### config.mk
export PLATFORM = sky130hd
export DESIGN_NAME = bus_arbiter
export DESIGN_NICKNAME = d
export VERILOG_FILES = /design/src/rtl/vm1_bus_pkg.sv /design/src/rtl/bus_timer.sv /design/src/rtl/bus_arbiter.sv
export SDC_FILE = /design/constraint.sdc
export NUM_CORES = 1
export LEC_CHECK = 0
export ABC_AREA = 1
export CORE_AREA = 2 2 50 52
export DETAILED_ROUTE_END_ITERATION = 8
export DIE_AREA = 0 0 52 54
export PLACE_DENSITY = 0.81
export SYNTH_ARGS = -nofsm -noshare
export SYNTH_HDL_FRONTEND = slang
export SYNTH_HIERARCHICAL = 1
export SYNTH_SLANG_ARGS = --single-unit
### constraint.sdc
create_clock -name clk -period 7.3 [get_ports clk]
set_input_delay 1.825 -clock clk [delete_from_list [all_inputs] [get_ports clk]]
set_output_delay 1.825 -clock clk [all_outputs]
set_load 0.005 [all_outputs]
### src/rtl/vm1_bus_pkg.sv
// Shared definitions for the 1801VM1 bus-ownership controller: arbiter state
// encoding, timer width and default timeout budgets.
package vm1_bus_pkg;

  localparam int unsigned TimerWidth          = 8;
  localparam int unsigned BusTimeoutDefault   = 63;
  localparam int unsigned OfferTimeoutDefault = 15;

  typedef enum logic [2:0] {
    StIdle,
    StCpu,
    StErr,
    StOffer,
    StDma
  } arb_state_e;

endpackage

### src/rtl/bus_timer.sv
// 8-bit loadable down-counter shared by the CPU-cycle and DMA-offer timeouts.
// Saturates at zero; advances only on clock-enabled cycles.
module bus_timer
  import vm1_bus_pkg::*;
(
  input  logic                  clk,
  input  logic                  reset,
  input  logic                  ce,
  input  logic                  load,
  input  logic [TimerWidth-1:0] value,
  input  logic                  en,
  output logic                  zero
);

  logic [TimerWidth-1:0] cnt_q, cnt_d;

  always_comb begin
    cnt_d = cnt_q;
    if (load) begin
      cnt_d = value;
    end else if (en && (cnt_q != '0)) begin
      cnt_d = cnt_q - TimerWidth'(1);
    end
  end

  // Reflects the post-step count, so expiry is seen in the cycle that uses up the budget.
  assign zero = (cnt_d == '0);

  always_ff @(posedge clk) begin
    if (reset) begin
      cnt_q <= '0;
    end else if (ce) begin
      cnt_q <= cnt_d;
    end
  end

endmodule

### src/rtl/bus_arbiter.sv
// Bus-ownership controller: shares the system bus between the CPU and one DMA
// master (DMR/DMGO/SACK) and flags CPU bus cycles that never see RPLY.
module bus_arbiter
  import vm1_bus_pkg::*;
#(
  parameter int unsigned BUS_TIMEOUT   = BusTimeoutDefault,
  parameter int unsigned OFFER_TIMEOUT = OfferTimeoutDefault,
  parameter bit          CPU_FAIR      = 1'b1
) (
  input  logic clk,
  input  logic reset,
  input  logic ce,
  input  logic cpu_req,
  output logic cpu_gnt,
  input  logic sync,
  input  logic rply,
  output logic berror,
  input  logic dmr,
  output logic dmgo,
  input  logic sack,
  output logic bsy,
  output logic dma_active
);

  arb_state_e state_q, state_d;
  logic debt_q, debt_d;
  logic berror_q, berror_d;
  logic cpu_gnt_q, dmgo_q, bsy_q, dma_active_q;

  logic                  tmr_load;
  logic                  tmr_en;
  logic [TimerWidth-1:0] tmr_value;
  logic                  tmr_zero;

  bus_timer u_timer (
    .clk   (clk),
    .reset (reset),
    .ce    (ce),
    .load  (tmr_load),
    .value (tmr_value),
    .en    (tmr_en),
    .zero  (tmr_zero)
  );

  always_comb begin
    state_d   = state_q;
    debt_d    = debt_q;
    berror_d  = 1'b0;
    tmr_load  = 1'b0;
    tmr_en    = 1'b0;
    tmr_value = TimerWidth'(BUS_TIMEOUT);

    case (state_q)
      StIdle: begin
        // A master still holding SACK (e.g. across a reset) keeps the bus closed.
        if (!sack) begin
          if (dmr && !(debt_q && cpu_req)) begin
            state_d   = StOffer;
            tmr_load  = 1'b1;
            tmr_value = TimerWidth'(OFFER_TIMEOUT);
          end else if (cpu_req) begin
            state_d  = StCpu;
            tmr_load = 1'b1;
          end
        end
      end
      StCpu: begin
        tmr_en = sync && !rply;
        if (!cpu_req && !sync) begin
          state_d = StIdle;
          debt_d  = 1'b0;
        end else if (tmr_en && tmr_zero) begin
          state_d  = StErr;
          berror_d = 1'b1;
        end
      end
      StErr: begin
        // The CPU did get its cycle, so the debt is paid here as well.
        if (!sync && !cpu_req) begin
          state_d = StIdle;
          debt_d  = 1'b0;
        end
      end
      StOffer: begin
        tmr_en = 1'b1;
        if (sack) begin
          state_d = StDma;
        end else if (!dmr || tmr_zero) begin
          state_d = StIdle;
        end
      end
      StDma: begin
        if (!sack) begin
          state_d = StIdle;
          if (CPU_FAIR) begin
            debt_d = 1'b1;
          end
        end
      end
      default: state_d = StIdle;
    endcase
  end

  always_ff @(posedge clk) begin
    if (reset) begin
      state_q      <= StIdle;
      debt_q       <= 1'b0;
      berror_q     <= 1'b0;
      cpu_gnt_q    <= 1'b0;
      dmgo_q       <= 1'b0;
      bsy_q        <= 1'b0;
      dma_active_q <= 1'b0;
    end else if (ce) begin
      state_q      <= state_d;
      debt_q       <= debt_d;
      berror_q     <= berror_d;
      cpu_gnt_q    <= (state_d == StCpu) || (state_d == StErr);
      dmgo_q       <= (state_d == StOffer);
      bsy_q        <= (state_d == StCpu) || (state_d == StErr) || (state_d == StDma);
      dma_active_q <= (state_d == StDma);
    end
  end

  assign cpu_gnt    = cpu_gnt_q;
  assign berror     = berror_q;
  assign dmgo       = dmgo_q;
  assign bsy        = bsy_q;
  assign dma_active = dma_active_q;

endmodule

---- After elaboration in Yosys (flattened, before gate mapping) ----
Index checks and enable logic that the tools add are counted.
storage, ports and cells
  register bits after elaboration ......... 17
  word-level logic and storage cells ...... 65
  output and inout port bits .............. 5
operators by class
  equal/unequal tests ..................... 10
  add/sub/neg operators ................... 1
  reductions and logical operators ........ 20
  muxes and demuxes ....................... 26
operator list
  kind                                                                   count
  3-bit two-way mux                                                      9
  6-bit two-way mux                                                      3
  8-bit two-way mux                                                      2
  3-bit one-hot mux with 5 select lines                                  1
  3-bit by 2-bit equality test with 1-bit output, second input constant  4
  1-bit two-way mux                                                      9
  8-bit logical NOT                                                      1
  8-bit nonzero test                                                     1
  8-bit by 1-bit subtractor with 8-bit output, second input constant     1
  3-bit by 1-bit equality test with 1-bit output, second input constant  2
  3-bit equality test, second input constant                             2
  1-bit logical AND                                                      6
  1-bit logical NOT                                                      5
  1-bit one-hot mux with 2 select lines                                  2
  4-bit AND reduction                                                    1
  3-bit logical NOT                                                      1
  1-bit logical OR                                                       3
  2-bit by 1-bit != test with 1-bit output, second input constant        1
  2-bit != test, second input constant                                   1
  2-bit nonzero test                                                     1
  2-bit OR reduction                                                     1

---- Longest topological paths before layout ----
  depth after elaboration ................. 15
  mapped depth ............................ 21

---- By module ----
The synthesis kept the hierarchy.
by module, submodules not included
  module       cells each  times used  area each (sq um)
  bus_timer    130         1           770.7
  bus_arbiter  93          1           544.3

---- Least setup slack after synthesis ----
Ideal clock, no wire load.
  path type ............................... input to register
  start ................................... input port rply
  end ..................................... register state_q[0]
  setup time .............................. 116 ps
  cell stages on the path ................. 18
  data required time ...................... 7184 ps
  arrival time ............................ 3563 ps
  setup slack ............................. 3621 ps
  cells stage by stage .................... inv_1 nand2_1 o21ai_0 inv_1 nor2_4 nand2_1 nand3_1 nand2_1 nor2_1 nand2_1 nor2_1 inv_1 nor2_1 nor2_1 nor2_1 nand2_1 o211ai_1 inv_1
between the ends
  longest elaborated chain between the ends .. 11
RTL lines
  item                                                          line                                  source
  start: declaration                                            bus_arbiter.sv:16                     input logic rply,
  1-bit logical NOT (*)                                         bus_arbiter.sv:68                     tmr_en = sync && !rply;
  1-bit logical AND (*)                                         bus_arbiter.sv:68
  1-bit one-hot mux with 2 select lines (*)                     bus_arbiter.sv:53                     case (state_q)
  net tmr_en                                                    bus_arbiter.sv:31                     logic tmr_en;
  1-bit logical AND (*)                                         bus_timer.sv:21                       end else if (en && (cnt_q != '0)) begin
  8-bit two-way mux (*)                                         bus_timer.sv:21
  8-bit two-way mux (*)                                         bus_timer.sv:19                       if (load) begin
  8-bit logical NOT (*)                                         bus_timer.sv:27                       assign zero = (cnt_d == '0);
  net tmr_zero                                                  bus_arbiter.sv:33                     logic tmr_zero;
  1-bit logical OR / 1-bit logical AND (equally long branches)  bus_arbiter.sv:88, bus_arbiter.sv:72
  3-bit two-way mux (on tied branches)                          bus_arbiter.sv:88, bus_arbiter.sv:72
  3-bit two-way mux (on tied branches)                          bus_arbiter.sv:86, bus_arbiter.sv:69
  3-bit one-hot mux with 5 select lines (*)                     bus_arbiter.sv:53
  end signal: assignment                                        bus_arbiter.sv:106                    state_q <= StIdle;
  end signal: assignment                                        bus_arbiter.sv:114                    state_q <= state_d;
  end: declaration                                              bus_arbiter.sv:25                     arb_state_e state_q, state_d;
The timed path passes the listed nets; every way through them passes the cells marked *.
A chain may end at the register's enable or synchronous reset.

---- Final worst setup path ----
  start ................................... input port sync
  end ..................................... register bsy_q (netlist: bsy)
between the ends
  longest elaborated chain between the ends .. 13
RTL lines
  item                                                                                                                     line                                  source
  start: declaration                                                                                                       bus_arbiter.sv:15                     input logic sync,
  1-bit logical AND (*)                                                                                                    bus_arbiter.sv:68
  1-bit one-hot mux with 2 select lines (*)                                                                                bus_arbiter.sv:53
  net tmr_en                                                                                                               bus_arbiter.sv:31
  1-bit logical AND (*)                                                                                                    bus_timer.sv:21
  8-bit two-way mux (*)                                                                                                    bus_timer.sv:21
  8-bit two-way mux (*)                                                                                                    bus_timer.sv:19
  8-bit logical NOT (*)                                                                                                    bus_timer.sv:27
  net tmr_zero                                                                                                             bus_arbiter.sv:33
  1-bit logical OR / 1-bit logical AND (equally long branches)                                                             bus_arbiter.sv:88, bus_arbiter.sv:72
  3-bit two-way mux (on tied branches)                                                                                     bus_arbiter.sv:88, bus_arbiter.sv:72
  3-bit two-way mux (on tied branches)                                                                                     bus_arbiter.sv:86, bus_arbiter.sv:69
  3-bit one-hot mux with 5 select lines (*)                                                                                bus_arbiter.sv:53
  3-bit by 1-bit equality test with 1-bit output / 3-bit by 2-bit equality test with 1-bit output (equally long branches)  bus_arbiter.sv:119                    bsy_q <= (state_d == StCpu) || (state_d == StErr) || (state_d == StDma);
  1-bit logical OR                                                                                                         bus_arbiter.sv:119
  1-bit logical OR (*)                                                                                                     bus_arbiter.sv:119
  end signal: assignment                                                                                                   bus_arbiter.sv:119
  end: declaration                                                                                                         bus_arbiter.sv:28                     logic cpu_gnt_q, dmgo_q, bsy_q, dma_active_q;
Marked as above.

==> results by group <==
Yosys
  – Cells after Synth: 223
  – Most frequent cell after synthesis: nand2_1
  – Primary FF master, synth: dfxtp_1
  – Area share of the largest cell type after synthesis: 25.9%
  – Ranking of synthesized cells by area: dfxtp_1 26%, nand2_1 23%, inv_1 8.3%
  – Post-synthesis area per instance: 5.90 sq um
  – Yosys warnings: 6
  – Post-synth EDFFs: 0
  – Mapped cell area: 0.00132 sq mm
  – Most frequent cells after synthesis: 80 x nand2_1, 29 x inv_1, 19 x nor2_1, 17 x dfxtp_1, 13 x nand3_1
  – Area leader, netlist: dfxtp_1
  – Cell variety after synth: 27
  – Asr flop ratio synth: 0%
  – #FFs+latches synth: 17
  – Sequential fraction of the synthesis area: 25.9%

Power
  – PD cells: 164 mW/mm^2
  – Internal: 154 uW
  – Lkg Pwr: 0.812 nW
  – Max IR drop VDD: 0.000144 V
  – Sequential share of power: 43.8%
  – Clock group share of total power: 20.9%
  – P_sw: 91.8 uW
  – Net Sw Frac: 37.4%
  – Logic gate share of total power: 35.2%

Place
  – Placed insts: 267
  – Final HPWL DP: 2120 um
  – RePlAce Congestion: 0.898
  – DP Area: 0.00147 sq mm
  – IO Port Bufs: 12

Global routing
  – Initial antenna violation count: 0
  – Vias in the first global route: 1140
  – First-pass GRT wire length: 4740 um
  – All-Layer GR Usage: 22.3%
  – Largest net degree at the start of global routing: 20
  – Remaining Overflow, GRT: 0

STA
  – Slew Limit Fails: 0
  – Sum Neg Setup Slack: 0 ps
  – F_max: 240 MHz
  – Min Clock Period, post-route: 4160 ps
  – Slew headroom: 58.3%
  – Final period util: 57.0%
  – Final Hold Viols: 0
  – Clock Skew: 3.58 ps
  – Final setup viols: 0
  – Slew at the pin with the worst max-slew slack: 623 ps
  – RSZ-0062 raised after global routing: no

Clock tree
  – CTS clk-pin slew, worst paths: 110 ps
  – CTS H-tree depth: 1
  – Cts repair resizes: 0
  – Sinks on Clock Net: 17
  – Hold buffer count at cts: 0
  – CTS tree: yes
  – Clock tree buffer depth: 2
  – Setup Fix Bufs, Post-CTS: 0
  – Worst skew pair latency: 290 ps
  – CTS Buf Count: 3
  – Root Driver: clkbuf_4

Hold path
  – Hold Crit Class: reg2reg

Die
  – # rows: 18
  – Vert. Die Dim: 54 um
  – Core area: 0.00232 sq mm
  – Die area: 0.00281 sq mm
  – Die width: 52 um
  – Initial core utilization: 56.7%
  – IO Pins: 13

Route
  – First-pass iteration count of the detailed router: 4
  – Remaining routing DRC violations: 0
  – Vias per std cell: 4.88
  – Drt total wl: 2720 um
  – Final ANT Viol Nets: 0
  – Vias post-DR: 1322
  – Initial DRC count: 28
  – WL/cell: 10.0 um

Run
  – Total of max-cap violations: 0

Cells and area
  – Layout cells sized above 1: 11.2%
  – Final net count: 252
  – P&R area growth vs syn: 14.1%
  – Final cell count without fillers: 271
  – Diodes inserted: 0
  – Final instance area: 0.00150 sq mm
  – Number of fill cells in the layout: 234

Worst setup path
  – Crit path launch type: input port
  – WP data arrival: 4330 ps
  – Required @ worst endpoint: 7470 ps
  – Reg2reg start: state_q[0]
  – CP endpoint kind: flop
  – Reg-to-reg endpoint: bsy
  – CP Max Fanout: 8
  – CP Capture Point: bsy
  – WS Path Type: in2reg
  – Worst setup path startpoint: sync
  – Worst Reg-to-Reg Cells: 19
  – Reg-to-reg slack, setup: 4470 ps

Run status
  – Status: completed
## critical path: stages
cell             delay, ps
clkdlybuf4s50_1        470
nand2_1                 80
o21ai_0                450
inv_1                  150
nor2_4                 210
nand2_1                 70
nand3_1                 70
nand2_1                 70
nor2_1                 110
nand2_1                 60
nor2_1                 130
inv_1                   50
nor2_1                 140
nor2_1                  70
nor2_1                 150
nand2_1                 70
nand2_1                 90
a21oi_1                 70
## worst min path at each step
stage               cells past startpoint  slack, ps        from          to
finish                                  2        470  dma_active  dma_active
global route                            2        520  dma_active  dma_active
CTS                                     2        480  dma_active  dma_active
detailed placement                      2        460     cpu_gnt     cpu_gnt
global placement                        2        450  dma_active  dma_active
floorplan                               2        440      debt_q      debt_q
## placed cells by master (no fill, tap or decap), drive strengths merged
cell / instances
nand2: 87
inv: 33
nor2: 27
dfxtp: 17
nand3: 14
clkdlybuf4s50: 12
a21oi: 12
o21ai: 12
conb: 6
nand4: 4
o211ai: 3
a31oi: 3
clkbuf: 3
clkinv: 3
ha: 2
mux2i: 1
xor2: 1
or2: 1
## metal layers
metal	track usage (%)	up-vias	wire length (um)
met5	0	-	0
met4	6.58	0	17
met3	2.50	2	89
met2	39.0	21	1300
met1	28.8	567	1310
li1	-	732	-
## kinds of logic after synthesis
group / share of synthesized area (%)
AND/OR/NAND/NOR: 46.1
adder cells (fa/ha/maj): 1.90
multiplexers: 0.761
buffers and inverters: 11.5
XOR/XNOR: 0.666
other: 0.571
AO/OA/AOI/OAI: 12.6
flip-flops: 25.9
## sequential cells by signal (all words and copies together) (netlist names)
signal         count
berror             1
bsy                1
cpu_gnt            1
debt_q             1
dma_active         1
dmgo               1
state_q            3
u_timer/cnt_q      8
## through the flow
stage	setup slack, ps	util, %	hold WS [ps]	total power [mW]
detailed placement	2860	63.5	459	0.196
finish	3140	64.7	475	0.246
floorplan	3620	-	437	0.175
global placement	2920	63.5	454	0.195
global route	2790	64.7	515	0.265
CTS	3170	64.7	475	0.248
## area by class of cell
cell class	count	area (sq um)	area share, %
Tap cell	30	37.5	2.50
Clock buffer	3	22.5	1.50
Timing Repair Buffer	12	120	8.01
Clock inverter	1	5.00	0.334
Multi-Input combinational cell	173	838	55.9
Sequential cell	17	340	22.7
Inverter	35	136	9.09
## power groups by stage
stage          clock network (mW)  logic (mW)  registers [mW]
6_report                   0.0514      0.0865           0.108
2_1_floorplan                   0      0.0670           0.108
3_5_place_dp                    0      0.0859           0.110
5_1_grt                    0.0570      0.0992           0.109
3_3_place_gp                    0      0.0856           0.110
4_1_cts                    0.0537      0.0863           0.108
(Power assumes the default switching activity.)
